--- config.mk ---
export PLATFORM = sky130hd
export DESIGN_NAME = uart_tx_fifo
export DESIGN_NICKNAME = d
export VERILOG_FILES = /design/src/rtl/uart_pkg.sv /design/src/rtl/sync_fifo.sv /design/src/rtl/uart_tx_fifo.sv
export SDC_FILE = /design/constraint.sdc
export NUM_CORES = 1
export LEC_CHECK = 0
export ABC_AREA = 0
export ABC_CLOCK_PERIOD_IN_PS = 2500
export CORE_ASPECT_RATIO = 0.75
export CORE_UTILIZATION = 58
export CTS_CLUSTER_DIAMETER = 60
export DETAILED_ROUTE_END_ITERATION = 6
export GPL_TIMING_DRIVEN = 1
export HOLD_SLACK_MARGIN = 0.1
export PLACE_DENSITY = 0.79
export SYNTH_ARGS = -nofsm -noshare
export SYNTH_HDL_FRONTEND = slang
export SYNTH_SLANG_ARGS = --single-unit
--- constraint.sdc ---
create_clock -name clock -period 2.5 [get_ports clock]
set_input_delay 0.25 -clock clock [delete_from_list [all_inputs] [get_ports clock]]
set_output_delay 0.25 -clock clock [all_outputs]
set_load 0.01 [all_outputs]
--- src/rtl/uart_pkg.sv ---
// Shared types and defaults for the UART blocks (transmitter now, receiver later).
package uart_pkg;

    localparam int unsigned DEF_DATA_BITS  = 8;
    localparam int unsigned DEF_FIFO_DEPTH = 4;
    localparam int unsigned DEF_DIV_WIDTH  = 16;

    typedef enum logic [1:0] {
        PAR_NONE = 2'b00,
        PAR_ODD  = 2'b01,
        PAR_EVEN = 2'b10
    } parity_mode_t;

    typedef enum logic [2:0] {
        IDLE,
        START,
        DATA,
        PARITY,
        STOP
    } tx_state_t;

    // The unused encoding 2'b11 behaves as no parity.
    function automatic parity_mode_t decode_parity(input logic [1:0] mode);
        parity_mode_t result;
        case (mode)
            2'b01:   result = PAR_ODD;
            2'b10:   result = PAR_EVEN;
            default: result = PAR_NONE;
        endcase
        return result;
    endfunction

endpackage

--- src/rtl/sync_fifo.sv ---
// Synchronous FIFO with registered in_ready; a push while full is ignored.
module sync_fifo #(
    parameter int unsigned DATA_BITS  = 8,
    parameter int unsigned FIFO_DEPTH = 4
) (
    input  logic                         clock,
    input  logic                         reset,
    input  logic                         push,
    input  logic [DATA_BITS-1:0]         push_data,
    input  logic                         pop,
    output logic [DATA_BITS-1:0]         head,
    output logic [$clog2(FIFO_DEPTH):0]  level,
    output logic                         in_ready
);

    localparam int unsigned PW = $clog2(FIFO_DEPTH);
    localparam int unsigned LW = PW + 1;

    logic [DATA_BITS-1:0] mem_q [FIFO_DEPTH];
    logic [PW-1:0]        wr_ptr_q, wr_ptr_d;
    logic [PW-1:0]        rd_ptr_q, rd_ptr_d;
    logic [LW-1:0]        level_q, level_d;
    logic                 in_ready_q, in_ready_d;
    logic                 do_push, do_pop;

    always_comb begin
        do_push    = push && in_ready_q;
        do_pop     = pop && (level_q != '0);
        wr_ptr_d   = wr_ptr_q;
        rd_ptr_d   = rd_ptr_q;
        level_d    = level_q;
        if (do_push) wr_ptr_d = wr_ptr_q + PW'(1);
        if (do_pop)  rd_ptr_d = rd_ptr_q + PW'(1);
        if (do_push && !do_pop)      level_d = level_q + LW'(1);
        else if (!do_push && do_pop) level_d = level_q - LW'(1);
        in_ready_d = (level_d != LW'(FIFO_DEPTH));
    end

    always_ff @(posedge clock or posedge reset) begin
        if (reset) begin
            wr_ptr_q   <= '0;
            rd_ptr_q   <= '0;
            level_q    <= '0;
            in_ready_q <= 1'b1;
        end else begin
            wr_ptr_q   <= wr_ptr_d;
            rd_ptr_q   <= rd_ptr_d;
            level_q    <= level_d;
            in_ready_q <= in_ready_d;
        end
    end

    always_ff @(posedge clock) begin
        if (do_push) mem_q[wr_ptr_q] <= push_data;
    end

    assign head     = mem_q[rd_ptr_q];
    assign level    = level_q;
    assign in_ready = in_ready_q;

endmodule

--- src/rtl/uart_tx_fifo.sv ---
// FIFO-fed UART transmitter with per-frame latched configuration.
// Optional line break generation is enabled by defining UART_TX_BREAK_EN.
module uart_tx_fifo
    import uart_pkg::*;
#(
    parameter int unsigned DATA_BITS  = DEF_DATA_BITS,
    parameter int unsigned FIFO_DEPTH = DEF_FIFO_DEPTH,
    parameter int unsigned DIV_WIDTH  = DEF_DIV_WIDTH
) (
    input  logic                         clock,
    input  logic                         reset,
    input  logic [DIV_WIDTH-1:0]         baud_div,
    input  logic [1:0]                   parity_mode,
    input  logic                         two_stop,
`ifdef UART_TX_BREAK_EN
    input  logic                         send_break,
`endif
    input  logic [DATA_BITS-1:0]         in_data,
    input  logic                         in_valid,
    output logic                         in_ready,
    output logic                         txd,
    output logic                         busy,
    output logic [$clog2(FIFO_DEPTH):0]  fifo_level
);

    localparam int unsigned BCW = $clog2(DATA_BITS + 2);
    localparam logic [BCW-1:0] BC_DATA  = BCW'(DATA_BITS - 1);
    localparam logic [BCW-1:0] BC_BREAK = BCW'(DATA_BITS + 1);

    tx_state_t            state_q, state_d;
    logic [DATA_BITS-1:0] shreg_q, shreg_d;
    logic [DIV_WIDTH-1:0] div_q, div_d;
    logic [DIV_WIDTH-1:0] cnt_q, cnt_d;
    logic [BCW-1:0]       bitcnt_q, bitcnt_d;
    parity_mode_t         par_q, par_d;
    logic                 par_bit_q, par_bit_d;
    logic                 two_stop_q, two_stop_d;
    logic                 stop2_q, stop2_d;
    logic                 txd_q, txd_d;
`ifdef UART_TX_BREAK_EN
    logic                 brk_pend_q, brk_pend_d;
`endif
    logic [DATA_BITS-1:0] head;
    logic                 pop, launch, bit_end;

    sync_fifo #(
        .DATA_BITS  (DATA_BITS),
        .FIFO_DEPTH (FIFO_DEPTH)
    ) u_fifo (
        .clock     (clock),
        .reset     (reset),
        .push      (in_valid),
        .push_data (in_data),
        .pop       (pop),
        .head      (head),
        .level     (fifo_level),
        .in_ready  (in_ready)
    );

    always_comb begin
        state_d    = state_q;
        shreg_d    = shreg_q;
        div_d      = div_q;
        cnt_d      = cnt_q;
        bitcnt_d   = bitcnt_q;
        par_d      = par_q;
        par_bit_d  = par_bit_q;
        two_stop_d = two_stop_q;
        stop2_d    = stop2_q;
        pop        = 1'b0;
        launch     = 1'b0;
        bit_end    = (cnt_q == '0);
`ifdef UART_TX_BREAK_EN
        brk_pend_d = brk_pend_q || send_break;
`endif
        if (state_q != IDLE) cnt_d = bit_end ? div_q : cnt_q - DIV_WIDTH'(1);

        unique case (state_q)
            IDLE:  launch = 1'b1;
            START: if (bit_end) state_d = DATA;
            DATA: begin
                if (bit_end) begin
                    shreg_d = shreg_q >> 1;
                    if (bitcnt_q == '0) begin
                        state_d = (par_q == PAR_NONE) ? STOP : PARITY;
                        stop2_d = two_stop_q;
                    end else begin
                        bitcnt_d = bitcnt_q - BCW'(1);
                    end
                end
            end
            PARITY: begin
                if (bit_end) begin
                    state_d = STOP;
                    stop2_d = two_stop_q;
                end
            end
            STOP: begin
                if (bit_end) begin
                    if (stop2_q) begin
                        stop2_d = 1'b0;
                    end else begin
                        state_d = IDLE;
                        launch  = 1'b1;
                    end
                end
            end
            default: state_d = IDLE;
        endcase

        // Launch is shared by IDLE and the last stop clock so frames run back-to-back.
        if (launch) begin
`ifdef UART_TX_BREAK_EN
            if (brk_pend_q || send_break) begin
                state_d    = START;
                shreg_d    = '0;
                div_d      = baud_div;
                cnt_d      = baud_div;
                bitcnt_d   = BC_BREAK;
                par_d      = PAR_NONE;
                two_stop_d = 1'b0;
                brk_pend_d = 1'b0;
            end else
`endif
            if (fifo_level != '0) begin
                pop        = 1'b1;
                state_d    = START;
                shreg_d    = head;
                div_d      = baud_div;
                cnt_d      = baud_div;
                bitcnt_d   = BC_DATA;
                par_d      = decode_parity(parity_mode);
                par_bit_d  = (decode_parity(parity_mode) == PAR_ODD) ? ~^head : ^head;
                two_stop_d = two_stop;
            end
        end

        unique case (state_q)
            START:   txd_d = 1'b0;
            DATA:    txd_d = shreg_q[0];
            PARITY:  txd_d = par_bit_q;
            default: txd_d = 1'b1;
        endcase
    end

    always_ff @(posedge clock or posedge reset) begin
        if (reset) begin
            state_q    <= IDLE;
            shreg_q    <= '0;
            div_q      <= '0;
            cnt_q      <= '0;
            bitcnt_q   <= '0;
            par_q      <= PAR_NONE;
            par_bit_q  <= 1'b0;
            two_stop_q <= 1'b0;
            stop2_q    <= 1'b0;
            txd_q      <= 1'b1;
`ifdef UART_TX_BREAK_EN
            brk_pend_q <= 1'b0;
`endif
        end else begin
            state_q    <= state_d;
            shreg_q    <= shreg_d;
            div_q      <= div_d;
            cnt_q      <= cnt_d;
            bitcnt_q   <= bitcnt_d;
            par_q      <= par_d;
            par_bit_q  <= par_bit_d;
            two_stop_q <= two_stop_d;
            stop2_q    <= stop2_d;
            txd_q      <= txd_d;
`ifdef UART_TX_BREAK_EN
            brk_pend_q <= brk_pend_d;
`endif
        end
    end

    assign txd  = txd_q;
    assign busy = (state_q != IDLE) || (fifo_level != '0);

endmodule

==> impl_metrics.env, run 1 <==
export IMPL_routedWlPerCell_um=16.1
export IMPL_tns_ns=0
export IMPL_cts_root_buf="clkbuf_8"
export IMPL_diodes=0
export IMPL_power_density_nw_per_um2=799
export IMPL_slew_violations=0
export IMPL_numCtsBuffers=9
export IMPL_path_class="reg -> reg"
export IMPL_syn_num_nets=455
export IMPL_synth_cell_area_um2=4550
export IMPL_final_nets=492
export IMPL_worstSkewPairLatency_ns=0.37
export IMPL_grt_pass1_vias=3171
export IMPL_clockBufferDepth=2
export IMPL_synth_avg_cell_area_um2=11.0
export IMPL_outcome="complete, no violations"
export IMPL_synth_most_common_cell="nand2_1"
export IMPL_row_count=27
export IMPL_grt_pass1_wl_um=15000
export IMPL_rsz0062_at_grt="false"
export IMPL_crit_fanout=14
export IMPL_nFillCells=530
export IMPL_cp_end_kind="flop"
export IMPL_overflow=0
export IMPL_place_gp_congestion=0.834
export IMPL_io_pins=36
export IMPL_synth_ff_type="dfrtp_1"
export IMPL_slew_headroom=0.562
export IMPL_areaGrowthSynthToFinish_pct=14.7
export IMPL_clk_pin_slew_ns=0.10
export IMPL_core_um2=7470
export IMPL_synth_edf_count=32
export IMPL_startpoint="cnt_q[0]$_DFF_PP0_"
export IMPL_syn_instance_count=415
export IMPL_htree_levels=3
export IMPL_die_area_um2=8210
export IMPL_grt_max_degree=38
export IMPL_drt_iter0_drc=247
export IMPL_hold_viol_final=0
export IMPL_use_met3=0.0608
export IMPL_yosysWarnings=0
export IMPL_vias=3233
export IMPL_async_reset_ff_frac=0.656
export IMPL_worstPathRequired_ns=2.74
export IMPL_setup_violations=0
export IMPL_netlist_top_cells_count="nand2_1 (76), dfrtp_1 (59), edfxtp_1 (32)"
export IMPL_avgViaCountPerCell=5.79
export IMPL_period_share=0.919
export IMPL_max_cap_viol_count=0
export IMPL_synth_area_leaders="dfrtp_1 (32%), edfxtp_1 (21%), nand2_1 (6.3%)"
export IMPL_ys_seq_area_frac=0.547
export IMPL_ys_ff_latch=93
export IMPL_antenna_found_initial=0
export IMPL_arrival_ns=2.54
export IMPL_fin_crit_ns=2.30
export IMPL_hp_class="in -> async"
export IMPL_grt_busiest_layer="met2"
export IMPL_power_ir_vdd_worst_v=0.000589
export IMPL_met2_usage=0.354
export IMPL_dpl_hpwl_um=6280
export IMPL_fmax_mhz=435
export IMPL_start_util=0.610
export IMPL_die_height_um=78.7
export IMPL_postPlaceCellArea_um2=4980
export IMPL_grt_use_total=0.238
export IMPL_final_antenna_net_count=0
export IMPL_startpoint_type="flop"
export IMPL_leakage_nw=2.10
export IMPL_final_cell_area_um2=5220
export IMPL_fin_worst_skew_ns=0.0156
export IMPL_drive_above_1_share=0.116
export IMPL_cts_tree="yes"
export IMPL_finalWirelength_um=8970
export IMPL_io_buffer_count=35
export IMPL_synth_top_area_cell="dfrtp_1"
export IMPL_drc=0
export IMPL_cts_sink_count=93
export IMPL_die_w_um=104
export IMPL_grtUsageMet1=0.346
export IMPL_synth_cell_types=57
export IMPL_r2r_start="cnt_q[0]$_DFF_PP0_"
export IMPL_firstDrtPassIters=5
export IMPL_synth_top_area_share=0.324
export IMPL_worstMarginPinSlew_ns=0.655
-- through the flow --
step	power, mW	cells	hold WS, ns	setup WS, ns	utilization
2_1_floorplan	2.70	415	0.349	0.490	-
3_3_place_gp	2.97	541	0.459	0.298	0.666
3_5_place_dp	3.02	541	0.465	0.197	0.666
4_1_cts	4.19	557	0.318	0.185	0.698
5_1_grt	4.37	558	0.351	0.00535	0.699
6_report	4.17	558	0.293	0.201	0.699
-- flip-flops by register name (all words and copies together), names as in the netlist --
signal / cells
bitcnt_q: 4
cnt_q: 16
div_q: 16
par_bit_q: 1
par_q: 2
shreg_q: 8
state_q: 3
stop2_q: 1
two_stop_q: 1
txd: 1
u_fifo.in_ready: 1
u_fifo.level: 3
u_fifo.mem_q: 32
u_fifo.rd_ptr_q: 2
u_fifo.wr_ptr_q: 2
-- worst max-delay path, cell delays in order, from the launching register on --
cell and delay (ns):
dfrtp_1 0.44, inv_1 0.08, ha_1 0.18, nor4b_4 0.26
nand3_2 0.16, or2_1 0.45, or3_1 0.44, o211ai_2 0.07
a21oi_1 0.08
-- cells in the final DEF (no fill, tap or decap), types with 3 or more instances in the layout --
| master | Yosys | final |
|---|---|---|
| nand3b_1 | 3 | 3 |
| edfxtp_1 | 32 | 32 |
| or3_1 | 5 | 5 |
| dfrtp_1 | 59 | 59 |
| nand3_1 | 6 | 6 |
| buf_4 | 3 | 12 |
| xnor2_1 | 12 | 12 |
| nand2b_1 | 3 | 3 |
| and3_1 | 6 | 6 |
| a21oi_1 | 17 | 17 |
| clkdlybuf4s50_1 | 0 | 35 |
| nor3_2 | 3 | 3 |
| inv_1 | 13 | 12 |
| mux2i_1 | 10 | 10 |
| ha_1 | 10 | 10 |
| a2bb2oi_1 | 5 | 5 |
| inv_6 | 0 | 3 |
| o21ai_0 | 8 | 8 |
| and2_1 | 3 | 3 |
| mux4_2 | 8 | 8 |
| o21ai_1 | 28 | 28 |
| nor2_1 | 29 | 29 |
| nor3_1 | 10 | 10 |
| clkbuf_8 | 0 | 10 |
| o211ai_1 | 3 | 3 |
| nand2_1 | 76 | 76 |
| o21a_1 | 6 | 6 |
-- layout make-up --
type | instances | area, µm² | share of cell area
clock buffer | 10 | 138 | 0.0264
clock inverter | 6 | 97.6 | 0.0187
inverter | 13 | 48.8 | 0.00935
multi-input combinational | 287 | 1860 | 0.356
sequential | 93 | 2490 | 0.477
tap | 101 | 126 | 0.0242
timing repair buffer | 48 | 460 | 0.0882
-- metal layers --
metal,up-vias,share of wire
met3,9,0.063
met2,100,0.44
met1,1587,0.49
met4,0,0.010
li1,1537,-
met5,-,0
-- cells by family (layout without fill, tap and decap cells) --
| family | after synthesis | after routing | share of synthesized area |
|---|---|---|---|
| fa+ha+maj | 10 | 10 | 0.0275 |
| compound gates | 86 | 86 | 0.120 |
| flops | 93 | 93 | 0.547 |
| xor+xnor | 13 | 13 | 0.0250 |
| simple gates | 159 | 159 | 0.171 |
| buf+inv | 35 | 77 | 0.0445 |
| mux | 19 | 19 | 0.0641 |
-- worst paths after layout --
check / endpoint / slack [ns] / cells after the start
min in group clock: div_q[4]$_DFFE_PP0P_ / 0.42 / 3
max reg2reg: cnt_q[0]$_DFF_PP0_ / 0.20 / 8
min reg2reg: two_stop_q$_DFFE_PP0P_ / 0.49 / 2
min: bitcnt_q[3]$_DFF_PP0_ / 0.29 / 2
max in group asynchronous: u_fifo.in_ready$_DFF_PP1_ / 1.52 / 3
max: cnt_q[0]$_DFF_PP0_ / 0.20 / 8
-- power breakdown --
| part | total [mW] | leakage [nW] | switching [mW] | internal (mW) |
|---|---|---|---|---|
| clock | 1.17 | 0.120 | 0.564 | 0.608 |
| sequential | 2.07 | 1.00 | 0.223 | 1.84 |
| combinational | 0.933 | 0.976 | 0.475 | 0.458 |
| total | 4.17 | 2.10 | 1.26 | 2.91 |
-- timing repair --
action	in CTS	in global routing
buffers inserted	0	1
hold buffers	0	0
gates resized for setup	0	0
setup endpoints to repair	0	1
Note: power is estimated with default switching activity, not from simulation.
==> run 2: changes to the inputs <==
- MAX_ROUTING_LAYER: unset -> met4
==> run 2 against run 1 <==
Effect of this change:
- fmax barely moved
- combinational power about the same
- die area unchanged
- clock power about the same
- critical endpoint unchanged
- largest power group unchanged
==> impl_metrics.env, run 2 (synthesis gave the netlist of run 1 again) <==
export IMPL_outcome="complete, no violations"
export IMPL_die_height_um=78.7
export IMPL_worstPathRequired_ns=2.74
export IMPL_place_inst=541
export IMPL_hp_class="in -> async"
export IMPL_arrival_ns=2.54
export IMPL_r2r_cells=8
export IMPL_io_pins=36
export IMPL_clk_pin_slew_ns=0.10
export IMPL_start_util=0.610
export IMPL_avgViaCountPerCell=5.78
export IMPL_power_density_nw_per_um2=799
export IMPL_antenna_found_initial=0
export IMPL_slew_violations=0
export IMPL_htree_levels=3
export IMPL_layout_common_cells="nand2_1 (76), dfrtp_1 (59), clkdlybuf4s50_1 (35)"
export IMPL_grt_max_degree=38
export IMPL_worstMarginPinSlew_ns=0.660
export IMPL_power_ir_vdd_worst_v=0.000591
export IMPL_routedWlPerCell_um=16.0
export IMPL_cts_tree="yes"
export IMPL_cts_sink_count=93
export IMPL_drive_above_1_share=0.116
export IMPL_vias=3226
export IMPL_grt_pass1_wl_um=14900
export IMPL_setup_violations=0
export IMPL_numCtsBuffers=9
export IMPL_grt_use_total=0.244
export IMPL_cts_resized=0
export IMPL_io_buffer_count=35
export IMPL_top_regs="u_fifo.mem_q (32), cnt_q (16), div_q (16)"
export IMPL_firstDrtPassIters=5
export IMPL_row_count=27
export IMPL_finalWirelength_um=8940
export IMPL_rsz0062_at_grt="false"
export IMPL_top_register="u_fifo.mem_q"
export IMPL_cts_root_buf="clkbuf_8"
export IMPL_r2r_start="cnt_q[0]$_DFF_PP0_"
export IMPL_drc=0
export IMPL_die_w_um=104
export IMPL_r2r_slack_ns=0.20
export IMPL_max_cap_viol_count=0
export IMPL_path_class="reg -> reg"
export IMPL_leakage_nw=2.10
export IMPL_fmax_mhz=435
export IMPL_nFillCells=530
export IMPL_overflow=0
export IMPL_final_antenna_net_count=0
export IMPL_core_um2=7470
export IMPL_clockBufferDepth=2
export IMPL_place_gp_congestion=0.847
export IMPL_grt_pass1_vias=3176
export IMPL_fin_worst_skew_ns=0.0160
export IMPL_diodes=0
export IMPL_areaGrowthSynthToFinish_pct=14.7
export IMPL_layout_commonest_cell="nand2_1"
export IMPL_dpl_hpwl_um=6280
export IMPL_timing_rr_end="cnt_q[0]$_DFF_PP0_"
export IMPL_drt_iter0_drc=243
export IMPL_tns_ns=0
export IMPL_crit_fanout=14
export IMPL_die_area_um2=8210
export IMPL_final_nets=492
export IMPL_fin_cells=558
export IMPL_largest_reg_flops=32
export IMPL_slew_headroom=0.560
export IMPL_cp_end_kind="flop"
export IMPL_startpoint_type="flop"
export IMPL_fin_crit_ns=2.30
export IMPL_period_share=0.919
export IMPL_worstSkewPairLatency_ns=0.37
export IMPL_hold_viol_final=0
[run 2: where the power goes]
| group | total, mW | switching [mW] | internal, mW |
|---|---|---|---|
| sequential | 2.07 | 0.226 | 1.84 |
| clock | 1.17 | 0.560 | 0.608 |
| combinational | 0.932 | 0.474 | 0.458 |
[run 2: worst max-delay path, stage by stage (launching register included)]
cell,delay [ns]
dfrtp_1,0.44
inv_1,0.08
ha_1,0.18
nor4b_4,0.26
nand3_2,0.16
or2_1,0.45
or3_1,0.44
o211ai_2,0.07
a21oi_1,0.08
[run 2: worst max path at each step]
stage                             startpoint                   endpoint  cells past startpoint
after floorplan           cnt_q[0]$_DFF_PP0_  u_fifo.level[2]$_DFF_PP0_                      8
after global placement    cnt_q[0]$_DFF_PP0_         cnt_q[0]$_DFF_PP0_                      8
after detailed placement  cnt_q[0]$_DFF_PP0_         cnt_q[1]$_DFF_PP0_                      9
after CTS                 cnt_q[0]$_DFF_PP0_         cnt_q[1]$_DFF_PP0_                      9
after global routing      cnt_q[0]$_DFF_PP0_         cnt_q[8]$_DFF_PP0_                      9
final                     cnt_q[0]$_DFF_PP0_         cnt_q[0]$_DFF_PP0_                      8
[run 2: routing by layer]
layer  wire length, µm  part of all wire  GRT usage
met1              4280              0.48      0.347
met2              3890              0.44      0.355
met3               656             0.073     0.0575
met4               102             0.011     0.0686
met5                 0                 0          -
[run 2: area by class of cell]
class	instances	area, µm²	share of cell area
Sequential cell	93	2490	0.477
Tap cell	101	126	0.0242
Clock buffer	10	138	0.0264
Multi-Input combinational cell	287	1860	0.356
Clock inverter	6	97.6	0.0187
Inverter	13	48.8	0.00935
Timing Repair Buffer	48	460	0.0882
[run 2: timing repair]
| action | 4_1_cts | 5_1_grt |
|---|---|---|
| endpoints found under the setup margin | 0 | 1 |
| buffers inserted | 0 | 1 |
| hold buffers | 0 | 0 |
[run 2: stage by stage]
| stage | area, µm² | power (mW) | utilization | hold WS (ns) | worst slack (ns) |
|---|---|---|---|---|---|
| after global routing | 5220 | 4.37 | 0.699 | 0.353 | 0.00348 |
| after CTS | 5210 | 4.19 | 0.698 | 0.318 | 0.185 |
| after global placement | 4980 | 2.97 | 0.666 | 0.459 | 0.298 |
| final | 5220 | 4.17 | 0.699 | 0.297 | 0.202 |
| after floorplan | 4550 | 2.70 | - | 0.349 | 0.490 |
| after detailed placement | 4980 | 3.02 | 0.666 | 0.465 | 0.197 |
